### config.mk
export PLATFORM = sky130hd
export DESIGN_NAME = axi4_lite_reg_file
export DESIGN_NICKNAME = d
export VERILOG_FILES = /design/src/rtl/axi4_lite_reg_file.sv
export SDC_FILE = /design/constraint.sdc
export NUM_CORES = 1
export LEC_CHECK = 0
export ABC_AREA = 1
export BUFFER_PORTS_ARGS = -buffer_cell sky130_fd_sc_hd__buf_2
export CAP_MARGIN = 20
export CELL_PAD_IN_SITES_DETAIL_PLACEMENT = 0
export CELL_PAD_IN_SITES_GLOBAL_PLACEMENT = 1
export CORE_AREA = 2 2 463 465
export CTS_CLUSTER_DIAMETER = 100
export CTS_CLUSTER_SIZE = 40
export DETAILED_ROUTE_END_ITERATION = 6
export DIE_AREA = 0 0 465 467
export PLACE_DENSITY = 0.41
export SLEW_MARGIN = 20
export SYNTH_ARGS = -nofsm -noshare
export SYNTH_HDL_FRONTEND = slang
export SYNTH_SLANG_ARGS = --single-unit
### constraint.sdc
create_clock -name i_clk -period 2.73 [get_ports i_clk]
set_clock_uncertainty 0.15 [all_clocks]
set_input_delay 0.1365 -clock i_clk [delete_from_list [all_inputs] [get_ports i_clk]]
set_output_delay 0.1365 -clock i_clk [all_outputs]
set_load 0.02 [all_outputs]
### src/rtl/axi4_lite_reg_file.sv
// AXI4-Lite slave register file: parametrised count/width, read-only mask and reset values.
// Writable registers appear on o_regs; read-only registers return i_ro_val on reads.
module axi4_lite_reg_file #(
  parameter int AXI4_LITE_ADDR_BIT_WIDTH = 32,
  parameter int AXI4_LITE_DATA_BIT_WIDTH = 32,
  parameter int N_REGS = 16,
  parameter logic [N_REGS-1:0] RO_MASK = '0,
  parameter logic [N_REGS*AXI4_LITE_DATA_BIT_WIDTH-1:0] RESET_VAL = '0
) (
  input  logic                                       i_clk,
  input  logic                                       i_sync_rst,
  input  logic [AXI4_LITE_ADDR_BIT_WIDTH-1:0]        i_s_axi_awaddr,
  input  logic                                       i_s_axi_awvalid,
  output logic                                       o_s_axi_awready,
  input  logic [AXI4_LITE_DATA_BIT_WIDTH-1:0]        i_s_axi_wdata,
  input  logic [AXI4_LITE_DATA_BIT_WIDTH/8-1:0]      i_s_axi_wstrb,
  input  logic                                       i_s_axi_wvalid,
  output logic                                       o_s_axi_wready,
  output logic [1:0]                                 o_s_axi_bresp,
  output logic                                       o_s_axi_bvalid,
  input  logic                                       i_s_axi_bready,
  input  logic [AXI4_LITE_ADDR_BIT_WIDTH-1:0]        i_s_axi_araddr,
  input  logic                                       i_s_axi_arvalid,
  output logic                                       o_s_axi_arready,
  output logic [AXI4_LITE_DATA_BIT_WIDTH-1:0]        o_s_axi_rdata,
  output logic [1:0]                                 o_s_axi_rresp,
  output logic                                       o_s_axi_rvalid,
  input  logic                                       i_s_axi_rready,
  output logic [N_REGS*AXI4_LITE_DATA_BIT_WIDTH-1:0] o_regs,
  output logic [N_REGS-1:0]                          o_wr_pulse,
  input  logic [N_REGS*AXI4_LITE_DATA_BIT_WIDTH-1:0] i_ro_val
);

  localparam int AW     = AXI4_LITE_ADDR_BIT_WIDTH;
  localparam int DW     = AXI4_LITE_DATA_BIT_WIDTH;
  localparam int STRB_W = DW / 8;
  localparam int OFS    = $clog2(STRB_W);
  localparam int IDX_W  = AW - OFS;

  localparam logic [1:0] RESP_OKAY   = 2'b00;
  localparam logic [1:0] RESP_SLVERR = 2'b10;

  typedef enum logic {W_IDLE, W_RESP} w_state_t;
  typedef enum logic {R_IDLE, R_RESP} r_state_t;

  w_state_t w_state, w_state_next;
  r_state_t r_state, r_state_next;

  logic              aw_held, w_held;
  logic [AW-1:0]     aw_addr_q;
  logic [DW-1:0]     w_data_q;
  logic [STRB_W-1:0] w_strb_q;

  logic              aw_hs, w_hs, b_hs, ar_hs, r_hs;
  logic              commit;
  logic [AW-1:0]     wr_addr;
  logic [DW-1:0]     wr_data;
  logic [STRB_W-1:0] wr_strb;
  logic [N_REGS-1:0] wr_sel, rd_sel, wr_allowed;
  logic              wr_ok, rd_ok;
  logic [DW-1:0]     rd_data;
  logic              unused_addr_bits;

  assign aw_hs = i_s_axi_awvalid & o_s_axi_awready;
  assign w_hs  = i_s_axi_wvalid & o_s_axi_wready;
  assign b_hs  = o_s_axi_bvalid & i_s_axi_bready;
  assign ar_hs = i_s_axi_arvalid & o_s_axi_arready;
  assign r_hs  = o_s_axi_rvalid & i_s_axi_rready;

  // A write commits on the edge where the later of AW/W is either already held or handshaking now.
  assign commit = (w_state == W_IDLE) && !i_sync_rst && (aw_held || aw_hs) && (w_held || w_hs);

  assign wr_addr = aw_hs ? i_s_axi_awaddr : aw_addr_q;
  assign wr_data = w_hs ? i_s_axi_wdata : w_data_q;
  assign wr_strb = w_hs ? i_s_axi_wstrb : w_strb_q;

  assign unused_addr_bits = ^{wr_addr[OFS-1:0], i_s_axi_araddr[OFS-1:0]};

  always_comb begin
    wr_sel = '0;
    rd_sel = '0;
    for (int k = 0; k < N_REGS; k++) begin
      wr_sel[k] = (wr_addr[AW-1:OFS] == IDX_W'(k));
      rd_sel[k] = (i_s_axi_araddr[AW-1:OFS] == IDX_W'(k));
    end
  end

  assign wr_allowed = wr_sel & ~RO_MASK;
  assign wr_ok      = |wr_allowed;
  assign rd_ok      = |rd_sel;

  always_ff @(posedge i_clk) begin
    if (i_sync_rst) begin
      w_state <= W_IDLE;
    end else begin
      w_state <= w_state_next;
    end
  end

  always_comb begin
    w_state_next = w_state;
    case (w_state)
      W_IDLE:  if (commit) w_state_next = W_RESP;
      W_RESP:  if (b_hs) w_state_next = W_IDLE;
      default: w_state_next = W_IDLE;
    endcase
  end

  always_comb begin
    o_s_axi_awready = (w_state == W_IDLE) && !aw_held && !i_sync_rst;
    o_s_axi_wready  = (w_state == W_IDLE) && !w_held && !i_sync_rst;
    o_s_axi_bvalid  = (w_state == W_RESP);
  end

  // Holding flags stay set through W_RESP so neither channel can be re-accepted before B completes.
  always_ff @(posedge i_clk) begin
    if (i_sync_rst) begin
      aw_held <= 1'b0;
      w_held  <= 1'b0;
    end else if (b_hs) begin
      aw_held <= 1'b0;
      w_held  <= 1'b0;
    end else begin
      if (aw_hs) aw_held <= 1'b1;
      if (w_hs) w_held <= 1'b1;
    end
  end

  always_ff @(posedge i_clk) begin
    if (aw_hs) aw_addr_q <= i_s_axi_awaddr;
    if (w_hs) begin
      w_data_q <= i_s_axi_wdata;
      w_strb_q <= i_s_axi_wstrb;
    end
  end

  always_ff @(posedge i_clk) begin
    if (i_sync_rst) begin
      o_s_axi_bresp <= RESP_OKAY;
      o_wr_pulse    <= '0;
    end else begin
      o_wr_pulse <= commit ? wr_allowed : '0;
      if (commit) o_s_axi_bresp <= wr_ok ? RESP_OKAY : RESP_SLVERR;
    end
  end

  for (genvar k = 0; k < N_REGS; k++) begin : g_reg
    if (RO_MASK[k]) begin : g_ro
      assign o_regs[k*DW +: DW] = '0;
    end else begin : g_rw
      logic [DW-1:0] q;
      always_ff @(posedge i_clk) begin
        if (i_sync_rst) begin
          q <= RESET_VAL[k*DW +: DW];
        end else if (commit && wr_sel[k]) begin
          for (int b = 0; b < STRB_W; b++) begin
            if (wr_strb[b]) q[b*8 +: 8] <= wr_data[b*8 +: 8];
          end
        end
      end
      assign o_regs[k*DW +: DW] = q;
    end
  end

  // Read mux sees the pre-commit register contents, so a same-edge read returns the old value.
  always_comb begin
    rd_data = '0;
    for (int k = 0; k < N_REGS; k++) begin
      if (rd_sel[k]) rd_data = RO_MASK[k] ? i_ro_val[k*DW +: DW] : o_regs[k*DW +: DW];
    end
  end

  always_ff @(posedge i_clk) begin
    if (i_sync_rst) begin
      r_state <= R_IDLE;
    end else begin
      r_state <= r_state_next;
    end
  end

  always_comb begin
    r_state_next = r_state;
    case (r_state)
      R_IDLE:  if (ar_hs) r_state_next = R_RESP;
      R_RESP:  if (r_hs) r_state_next = R_IDLE;
      default: r_state_next = R_IDLE;
    endcase
  end

  always_comb begin
    o_s_axi_arready = (r_state == R_IDLE) && !i_sync_rst;
    o_s_axi_rvalid  = (r_state == R_RESP);
  end

  always_ff @(posedge i_clk) begin
    if (i_sync_rst) begin
      o_s_axi_rdata <= '0;
      o_s_axi_rresp <= RESP_OKAY;
    end else if (ar_hs) begin
      o_s_axi_rdata <= rd_data;
      o_s_axi_rresp <= rd_ok ? RESP_OKAY : RESP_SLVERR;
    end
  end

endmodule

==> results by group <==
Critical path
  • Worst path arrival time: 3570 ps
  • Slowest cell on crit path: dfxtp_2
  • Setup CP Type: register to register
  • Critical path fanouts, max: 8
  • CP dominant cell by count: buf_6
  • Startpoint Class: register
  • Critical-path cell list: nor2_4 -> nand3_4 -> buf_12 -> buf_12 -> buf_6 -> nand2_1 -> nand2_1 -> nor2_2 -> nand2_4 -> nor2_4 -> nand3_4 -> buf_6 -> buf_6 -> nor3_4 -> buf_12 -> nand2_4 -> buf_6 -> nand2_2 -> a21oi_2
  • CP required: 3110 ps
  • CP Capture Type: register
  • Delay of the slowest cell on the worst path: roughly 350 ps

Synth
  • Mean Syn Cell Area: between 6 and 7 um^2
  • Unique masters post-synth: 38
  • Mapped Area: 27700 um^2
  • Ranking of synthesized cells by area: dfxtp_1 (46%), a21oi_1 (11%), o21ai_0 (11%), nand2_1 (9.9%), nor2_1 (6.4%)
  • Count of state elements after synthesis: ~630
  • Top-area cell type share of the netlist area: a little under half
  • Cells after synthesis: 3973
  • Largest area contributor in the netlist: dfxtp_1
  • Synth warnings: 0
  • Post-synthesis sequential area ratio: about 46%

Global routing
  • GR Util met3: between 6 and 7%
  • Gr busiest metal: met1
  • Total GRT Usage: between 20% and 30%
  • Vias in the first global route: about 32000
  • Largest net degree at the start of global routing: about 150
  • GRT met1 Usage: around 32%
  • Initial antenna violation count: 55
  • Met2 Track Usage GR: between 20% and 30%
  • Gr ovfl total: 0
  • First-pass GRT wire length: just over 300000 um

Clocking
  • Sink Count: between 600 and 700
  • Clk_lat worst skew: 730 ps
  • Clock slew at reported path FFs: around 120 ps
  • Number of buffers created by CTS: 40
  • CTS tree: yes
  • CTS Root Cell: clkbuf_16
  • Max Root-Sink Buffers: 3
  • H-tree Lvls: 2

STA
  • Final worst setup slack: -461 ps
  • Hold slack: approximately 97 ps
  • Slew Limit Fails: 0
  • Fin. Hold Viols: 0
  • Max_slew headroom: approximately a quarter
  • Maximum clock frequency: 313 MHz
  • RSZ-0062 raised after global routing: true
  • Fin crit period: between 3000 and 4000 ps
  • Setup violations, final: between 500 and 600
  • Worst-Margin Slew: approximately 1100 ps
  • Tcrit/Tclk final: 117%

Hold path
  • Worst hold path class: input port to register

Place
  • Worst slack at placement: -1610 ps
  • DP HPWL: approximately 200000 um
  • Placed Area: around 40000 um^2
  • GP Congestion: 0.874
  • I/O Buffers: between 600 and 700

Detailed routing
  • Antenna Nets Post-Route: 0
  • Vias: roughly 34000
  • Initial DRT Pass Iterations: 6
  • Initial DRC count: ~3400
  • Routed WL: 242000 um
  • Via-to-Cell Ratio: ~4.2
  • Routed WL per cell: between 20 and 30 um
  • Detailed-route DRC error count: 0

Floorplanning
  • Die width: around 470 um
  • Core ar.: 212000 um^2
  • Ports: roughly 1200
  • Die Y-Extent: about 470 um
  • Die footprint: 217000 um^2
  • Row cnt: 169
  • Initial core utilization: 13.1%

Flow run
  • Max cap viols: 0

Outcome
  • Status: complete, but fails checks
  • Failing checks: setup timing

Pwr
  • PD cells: between 500 and 600 nW/um^2
  • Peak VDD IR: 0.424 mV
  • Leak pwr: ~19 nW

Layout
  • Synthesis-to-layout area growth: 63.1%
  • Post-layout util: a little over a fifth
  • # nets final: 5858
  • Post-route cell area: 45100 um^2
  • Share of cells above drive strength 1: around a third
==> state kept, by name, indices dropped and copies added, names as in the netlist <==
signal          cells
w_data_q           32
aw_addr_q          30
o_s_axi_rdata      32
o_s_axi_rresp       1
o_s_axi_bresp       1
o_s_axi_rvalid      1
w_strb_q            4
aw_held             1
w_held              1
g.g_rw.q          512
o_s_axi_bvalid      1
o_wr_pulse         16
==> final timing paths <==
check	startpoint	end	slack (ps)	cells after the start
max	o_s_axi_bvalid	g_reg[0].g_rw.q[14]	-460	19
min	i_s_axi_bready	o_s_axi_bvalid	100	5
max reg2reg	o_s_axi_bvalid	g_reg[0].g_rw.q[14]	-460	19
min reg2reg	o_s_axi_rdata[21]	o_s_axi_rdata[21]	320	2
==> cell usage in the layout, fill, tap and decap left out, types with 129 or more instances in the layout <==
cell     instances
inv_1          316
buf_12         134
a21oi_1        594
nand3_1        129
nor2_1         454
buf_4          514
o21ai_1        176
nand2_1        640
dfxtp_1        631
o21ai_0        329
buf_2          670
==> layer usage <==
metal | vias to the layer above | share of wire [%]
met1 | 17000 | 49
li1 | 15800 | -
met2 | 1563 | 39
met4 | 0 | 1.9
met3 | 114 | 10
met5 | - | 0
==> where the power goes <==
group | internal, mW | switching, mW | leakage (nW)
clock | 3.28 | 4.62 | 0.734
combinational | 2.07 | 4.32 | 13.5
sequential | 9.49 | 0.0771 | 5.11
==> logic make-up after synthesis <==
logic type             synth area share [%]
and+or+nand+nor                        21.7
other                                0.0135
AOI/OAI and AO/OA                      23.9
buffers and inverters                  8.66
DFF                                    45.7
==> metrics by stage <==
step           total power, mW  instances  TNS, ps
4_1_cts                   23.7       8058  -193920
2_1_floorplan             11.3       3974        0
3_5_place_dp              15.3       7866  -309160
6_report                  23.9       8112  -188680
3_3_place_gp              15.3       7865  -305560
5_1_grt                   24.6       8101  -276650
==> area by class of cell <==
class | instances | area, um^2
Antenna cell | 21 | 52.6
Clock buffer | 42 | 1030
Clock inverter | 31 | 527
Fill cell | 24000 | 167000
Inverter | 329 | 1250
Multi-Input combinational cell | 2738 | 14100
Sequential cell | 632 | 12700
Tap cell | 2821 | 3530
Timing Repair Buffer | 1498 | 12000
==> synth_stat cells <==
library cell  count
nand2_1         727
dfxtp_1         632
a21oi_1         607
o21ai_0         596
nor2_1          469
inv_1           319
clkbuf_1        218
nand3_1         134
nand4_1          54
a221oi_1         39
buf_2            38
o21ai_1          24
nor3_1           21
buf_4            12
nor2_2           12
o22ai_1          10
buf_1             8
inv_2             6
nor2_4            5
nor4_4            5
clkinv_1          4
a31oi_1           3
buf_6             3
nand2_2           3
nor4_1            3
nor4_2            3
and2_1            2
nor3_2            2
o2111ai_1         2
o221ai_1          2
or2_1             2
or2_2             2
conb_1            1
nand3_2           1
nand3_4           1
nand3b_1          1
nor4b_1           1
o21ai_2           1
==> repair_timing <==
action | 4_1_cts | 5_1_grt
resized for setup | 206 | 504
cloned | 1 | 18
hold buffers | 101 | 0
pin swaps | 15 | 47
endpoints found under the setup margin | 561 | 562
endpoints found under the hold margin | 364 | 0
buffers inserted | 17 | 18
==> critical path, delay by kind of cell, from the launching register on <==
| family | cells | cell delay (ps) |
|---|---|---|
| buffers and inverters | 7 | 1100 |
| AO/OA/AOI/OAI | 1 | 40 |
| AND/OR/NAND/NOR | 11 | 1390 |
| flip-flops | 1 | 350 |
Note: power is estimated with default switching activity, not from simulation.
